--- src/rtl/prog_loader.sv ---
// prog_loader
//   Streams a program image into the CPU's instruction/data RAM. Bytes arrive
//   on a valid/ready interface. They are packed big-endian into DATA_WIDTH-bit
//   words and written to consecutive RAM addresses starting at 0. The CPU is
//   held in reset (cpu_rst=0) until the requested number of words is written.
//
//   Ports
//     clk, rst      : system clock (rising edge), async active-low reset
//     start         : one-cycle load request, honoured only in IDLE or DONE
//     word_count    : number of words to load, sampled with an accepted start
//     in_data/in_valid/in_ready : byte stream input
//     mem_we/mem_addr/mem_wdata : RAM write port
//     cpu_rst       : active-low CPU reset, released only in DONE
//     busy/done/error : load in progress / last load complete / last start rejected
module prog_loader #(
    parameter int DATA_WIDTH = 32,
    parameter int ADDR_WIDTH = 8
) (
    input  logic                  clk,
    input  logic                  rst,
    input  logic                  start,
    input  logic [ADDR_WIDTH:0]   word_count,
    input  logic [7:0]            in_data,
    input  logic                  in_valid,
    output logic                  in_ready,
    output logic                  mem_we,
    output logic [ADDR_WIDTH-1:0] mem_addr,
    output logic [DATA_WIDTH-1:0] mem_wdata,
    output logic                  cpu_rst,
    output logic                  busy,
    output logic                  done,
    output logic                  error
);

    localparam int BPW = DATA_WIDTH / 8;
    localparam int BCW = (BPW > 1) ? $clog2(BPW) : 1;
    localparam logic [BCW-1:0]      BLAST = BCW'(BPW - 1);
    // Largest legal word count: the full RAM depth, 2**ADDR_WIDTH.
    localparam logic [ADDR_WIDTH:0] MAXW  = {1'b1, {ADDR_WIDTH{1'b0}}};
    localparam logic [ADDR_WIDTH:0] ONE   = {{ADDR_WIDTH{1'b0}}, 1'b1};

    typedef enum logic [1:0] {IDLE, RECV, WRITE, DONE} state_t;

    state_t              state, nstate;
    logic [BCW-1:0]      bcnt;
    logic [ADDR_WIDTH:0] wcnt;
    logic [ADDR_WIDTH:0] wtotal;
    logic                start_ok, cnt_zero, cnt_bad, accept, last_byte, last_word;

    // DONE behaves like IDLE for start, so a finished load can be restarted
    // directly without going through reset.
    assign start_ok  = start && (state == IDLE || state == DONE);
    assign cnt_zero  = (word_count == '0);
    assign cnt_bad   = (word_count > MAXW);
    assign accept    = in_valid && (state == RECV);
    assign last_byte = (bcnt == BLAST);
    assign last_word = ((wcnt + ONE) == wtotal);

    // Status/handshake outputs are pure decodes of the state, so an async
    // reset drops them (including mem_we) immediately.
    assign in_ready = (state == RECV);
    assign busy     = (state == RECV) || (state == WRITE);
    assign mem_we   = (state == WRITE);
    assign cpu_rst  = (state == DONE);
    assign done     = (state == DONE);

    always_ff @(posedge clk or negedge rst) begin
        if (!rst) state <= IDLE;
        else      state <= nstate;
    end

    always_comb begin
        nstate = state;
        case (state)
            IDLE, DONE: begin
                if (start) begin
                    if (cnt_bad)       nstate = IDLE;
                    else if (cnt_zero) nstate = DONE;
                    else               nstate = RECV;
                end
            end
            RECV:    if (accept && last_byte) nstate = WRITE;
            WRITE:   nstate = last_word ? DONE : RECV;
            default: nstate = IDLE;
        endcase
    end

    always_ff @(posedge clk or negedge rst) begin
        if (!rst) begin
            mem_addr  <= '0;
            mem_wdata <= '0;
            bcnt      <= '0;
            wcnt      <= '0;
            wtotal    <= '0;
            error     <= 1'b0;
        end else begin
            if (start_ok) begin
                error <= cnt_bad;
                if (!cnt_bad) begin
                    wtotal   <= word_count;
                    mem_addr <= '0;
                    wcnt     <= '0;
                    bcnt     <= '0;
                end
            end
            if (accept) begin
                // Big-endian: earlier bytes shift toward the MSB.
                mem_wdata <= (mem_wdata << 8) | DATA_WIDTH'(in_data);
                bcnt      <= last_byte ? '0 : bcnt + 1'b1;
            end
            if (state == WRITE) begin
                wcnt <= wcnt + ONE;
                // The address stays put on the final word, so it never wraps.
                if (!last_word) mem_addr <= mem_addr + 1'b1;
            end
        end
    end

endmodule

--- config.mk ---
export PLATFORM = sky130hd
export DESIGN_NAME = prog_loader
export DESIGN_NICKNAME = d
export VERILOG_FILES = /design/src/rtl/prog_loader.sv
export SDC_FILE = /design/constraint.sdc
export NUM_CORES = 1
export LEC_CHECK = 0
export ABC_AREA = 0
export BUFFER_PORTS_ARGS = -buffer_cell sky130_fd_sc_hd__buf_2
export CORE_MARGIN = 1
export CORE_UTILIZATION = 56
export CTS_BUF_LIST = sky130_fd_sc_hd__clkbuf_8
export DETAILED_ROUTE_END_ITERATION = 8
export PLACE_DENSITY = 0.88
export SETUP_SLACK_MARGIN = 0.15
export SYNTH_ARGS = -nofsm -noshare
export SYNTH_HDL_FRONTEND = slang
export SYNTH_SLANG_ARGS = --single-unit
export TNS_END_PERCENT = 30
--- constraint.sdc ---
create_clock -name clk -period 2.7 [get_ports clk]
set_input_delay 0.27 -clock clk [delete_from_list [all_inputs] [get_ports clk]]
set_output_delay 0.27 -clock clk [all_outputs]
set_load 0.1 [all_outputs]
== Yosys cells after proc, flatten, opt, wreduce, memory -nomap -nowiden ==
Cells that the tools add are included.

* Bits in registers: 63
* Bits in latches: 0
* RAM bits: 0
* Bits in read-only memories: 0
* Bits of input ports: 21
* Output and inout bits: 46
* Word-level logic and storage cells: 53
* Memories: 0

* Add/sub/neg operators: 3
* Multipliers: 0
* Div/mod/pow operators: 0
* $lt $le $gt $ge: 1
* Equality and inequality tests: 9
* Shifts and indexed selects: 0
* Muxes and demuxes: 17
* Bitwise operators: 2
* Reduce and logical (&&, ||, !) cells: 14

{| class="wikitable"
|+ Operators with widths
! cell !! count
|-
| $mux W8 || 4
|-
| $or A32 B8 Y32 || 1
|-
| $mux W9 || 3
|-
| $mux W2 || 9
|-
| $add A9 B1 Y9 const B || 1
|-
| $eq A9 B9 Y1 || 1
|-
| $gt A9 B9 Y1 const B || 1
|-
| $logic_not A9 Y1 || 1
|-
| $add A8 B1 Y8 const B || 1
|-
| $reduce_and A2 Y1 || 4
|-
| $eq A2 B2 Y1 const B || 3
|-
| $pmux W2 S3 || 1
|-
| $ne A2 B1 Y1 const B || 2
|-
| $ne A2 B2 Y1 const B || 2
|-
| $reduce_bool A2 Y1 || 2
|-
| $logic_and A1 B1 Y1 || 3
|-
| $add A2 B1 Y2 const B || 1
|-
| $eq A2 B1 Y1 const B || 1
|-
| $logic_not A2 Y1 || 1
|-
| $logic_or A1 B1 Y1 || 2
|-
| $reduce_or A2 Y1 || 1
|-
| $not A1 Y1 || 1
|}

== Logic depth before layout (Yosys ltp) ==
* Depth in word-level cells: 6
* Depth in mapped cells: 9
* Gate-level depth less buffers: 8

== Least setup slack after synthesis ==
OpenSTA, ideal clock, no wires.

* Path kind: flip-flop to flip-flop
* From: register state[0]
* To: register wtotal[0]
* Setup time: 125 ps
* Data arrival time: 2493 ps
* Required time: 2575 ps
* Slack: 83 ps
* Stages on the path, launching flop included: 8
* Path buffers: 1
* Clock period less this slack: 2617 ps
* Cells stage by stage: dfrtp_1 -> inv_1 -> ha_1 -> inv_1 -> o21ai_0 -> nand2_1 -> clkbuf_1 -> mux2_2

* Longest elaborated chain between the ends: 4
* Elaborated cells on any way between the ends: 5
* Those cells by class: eq/ne: 1; reduce/logical: 4

{| class="wikitable"
|+ Ends and longest elaborated chain
! element !! RTL line !! RTL
|-
| start: declaration || 44 || <nowiki>state_t state, nstate;</nowiki>
|-
| start signal: assignment || 69 || <nowiki>else state <= nstate;</nowiki>
|-
| $eq A2 B2 Y1 or $logic_not A2 Y1 (tied branches) || 52 || <nowiki>assign start_ok = start && (state == IDLE || state == DONE);</nowiki>
|-
| $logic_or A1 B1 Y1 (*) || 52 ||
|-
| $logic_and A1 B1 Y1 (*) || 52 ||
|-
| $reduce_and A2 Y1 (no source line) (*) || -- ||
|-
| end signal: assignment || 100 || <nowiki>wtotal <= word_count;</nowiki>
|-
| end: declaration || 47 || <nowiki>logic [ADDR_WIDTH:0] wtotal;</nowiki>
|}

Every way passes the cells marked *; elsewhere a longest branch is shown, timed or not.
A chain may end at the register's enable or synchronous reset.

== Final worst setup path ==
* From: register state[0]
* To: register wtotal[6]

The elaborated chain is that of the path after synthesis.

==> reports/metrics.csv <==
stage;metric;value;unit
status;status;finished, final reports clean;
floorplanning;rows;26;
detailed_routing;first_iter_violations;128;
critical_path;crit_chain;inv_1, ha_1, nor4b_2, nand3_1, o21ai_1, nand2_1, buf_4, mux2_2;
sta;tns;0;ns
detailed_routing;dr.pass1.iters;4;
cts;cts_root_buffer;clkbuf_8;
final_layout;nets;364;
placement;place_congestion;0.925;
final_layout;area_growth;20.0;%
floorplanning;start_util;0.590;
run;maxCapViolCount;0;
sta;hold_violations;0;
final_layout;mostFrequentLayoutCell;buf_2;
critical_path;slowest_delay;0.44;ns
floorplanning;boundaryPins;67;
placement;port_buffers;66;
synthesis;ys_seq_area_frac;0.517;
sta;relSlewSlack;0.649;
cts;tritoncts;yes;
critical_path;critical_path_required;2.93;ns
synthesis;syn_area;3050;sq um
detailed_routing;wl_per_cell;16.5;um
global_routing;grt_util_all_layers;0.268;
cts;numCtsBuffers;9;
synthesis;ys.flop_type;dfrtp_1;
sta;finalCritPeriodShare;0.889;
global_routing;grt_max_degree;36;
synthesis;synth_top_cell_by_area;dfrtp_1;
synthesis;yosysTopAreaCellShare;0.517;
cts;clockBufferDepth;2;
sta;fin_skew;0.0107;ns
global_routing;overflow;0;
sta;setup_viol;0;
detailed_routing;detail_route.vias_per_cell;5.80;
cts;clock_latency;0.35;ns
sta;grt_setup_unrepaired;false;
critical_path;worst-path-buf-inv;2;
critical_path;arrival;2.63;ns
synthesis;ys_seq_elements;63;
sta;fmax;417;MHz
synthesis;synth_nets;293;
placement;hpwl;4770;um
detailed_routing;vias;2389;
cts;htree_levels;3;
floorplanning;die_w;75.8;um
critical_path;cp_slowest_cell;ha_1;
global_routing;grt_pass1_wl;11100;um
hold_path;min_path_type;in2reg;
synthesis;synth_async_sr_flop_share;1.00;
cts;cts_num_sinks;63;
cts;clk_pin_slew;0.07;ns
synthesis;syn_inst;266;
sta;tightest_slew;0.526;ns
detailed_routing;drc_errors;0;
synthesis;synth_edf_count;0;
critical_path;timing.critical_path.fanout_max;12;
global_routing;antenna_found_initial;0;
synthesis;synth_warnings;0;
critical_path;start_kind;flop;
final_layout;antenna_cells;0;
synthesis;synth.area.top_cells;dfrtp_1 52%, mux2_2 15%, nand3_1 2.6%, nand2_1 2.6%, ha_1 2.5%;
final_layout;finalCoreUtilization;0.708;
floorplanning;die_h;75.8;um
final_layout;drive_above_1_share;0.424;
detailed_routing;wirelength;6780;um
synthesis;syn_area_per_cell;11.5;sq um
critical_path;path_class;reg2reg;
final_layout;final_cell_mix;66 x buf_2, 63 x dfrtp_1, 41 x mux2_2;
floorplanning;die_area;5750;sq um
critical_path;cp-end-kind;flop;
floorplanning;core;5170;sq um
global_routing;first_global_vias;2326;
critical_path;critPathTopFamily;simple AND/OR/NAND/NOR gates;
sta;report.final.slew_viol_count;0;
sta;post-route-min-period;2.40;ns
cts;post_cts_buffers;0;
detailed_routing;drtAntennaViolNets;0;
synthesis;netlist-cell-type-count;51;
## Yosys cell counts, types with 2 or more instances
master,n
a31oi_1,3
nor2_1,10
or4_1,4
o31ai_1,3
clkbuf_1,8
a21oi_1,6
o41ai_1,2
dfrtp_1,63
nand3b_1,3
nand3_1,16
nor3_1,2
mux2_2,41
or2_2,2
inv_1,6
o21ai_1,3
xnor2_1,5
xor2_1,4
buf_4,3
buf_2,2
o211ai_1,4
o22a_1,2
o221ai_1,2
o21ai_0,14
a31o_1,2
nand4_1,5
ha_1,6
nand2_1,21
## routing by layer
layer  routed length (um)  vias to the layer above  track usage
li1                     -                     1111            -
met1                 2710                     1163        0.321
met4                  225                        0        0.142
met5                    0                        -            0
met2                 3340                       98        0.434
met3                  507                       17       0.0860
## logic make-up (layout without fill, tap and decap cells)
kind of cell,Yosys count,in the layout,synth area share
fa+ha+maj,6,6,0.0246
xor+xnor,9,9,0.0258
mux,43,43,0.158
simple gates,76,76,0.137
buf+inv,20,96,0.0316
compound gates,49,49,0.106
flops,63,63,0.517
## stage by stage
stage | instances | worst slack, ns | hold slack (ns) | instance area (sq um)
after CTS | 412 | 0.201 | 0.156 | 3640
after global placement | 395 | 0.340 | 0.225 | 3450
final | 412 | 0.300 | 0.157 | 3660
after global routing | 412 | 0.148 | 0.148 | 3660
after detailed placement | 395 | 0.228 | 0.233 | 3450
after floorplan | 266 | 0.258 | -0.0256 | 3050
## final timing paths
path | from | end | slack [ns] | depth (start not counted)
min in group asynchronous | rst | state[1]$_DFFE_PN0P_ | 0.39 | 2
hold / removal | in_data[7] | mem_wdata[7]$_DFFE_PN0P_ | 0.16 | 2
setup reg to reg | state[0]$_DFFE_PN0P_ | wtotal[6]$_DFFE_PN0P_ | 0.30 | 8
hold reg to reg | mem_wdata[26]$_DFFE_PN0P_ | mem_wdata[26]$_DFFE_PN0P_ | 0.51 | 1
setup / recovery | state[0]$_DFFE_PN0P_ | wtotal[6]$_DFFE_PN0P_ | 0.30 | 8
max in group asynchronous | rst | wtotal[0]$_DFFE_PN0P_ | 1.63 | 3
## sequential cells by signal, summed over array words and instances, names as in the netlist
| name | flops |
|---|---|
| bcnt | 2 |
| error | 1 |
| mem_addr | 8 |
| mem_wdata | 32 |
| state | 2 |
| wcnt | 9 |
| wtotal | 9 |
## timing repair
item | in CTS | in global routing
gates resized for setup | 0 | 5
setup endpoints to repair | 0 | 20
hold endpoints to repair | 16 | 0
hold buffers | 1 | 0
## layout make-up
| type | instances | area, sq um |
|---|---|---|
| multi-input cells | 183 | 1390 |
| clock inverters | 6 | 45.0 |
| fillers | 336 | 1510 |
| well taps | 70 | 87.6 |
| repair buffers | 74 | 393 |
| clock buffers | 10 | 138 |
| inverters | 6 | 26.3 |
| flip-flops and latches | 63 | 1580 |
Power is left out: the tool's default activity adds up to more than one toggle a clock period on the data nets, which glitch-free logic cannot reach.
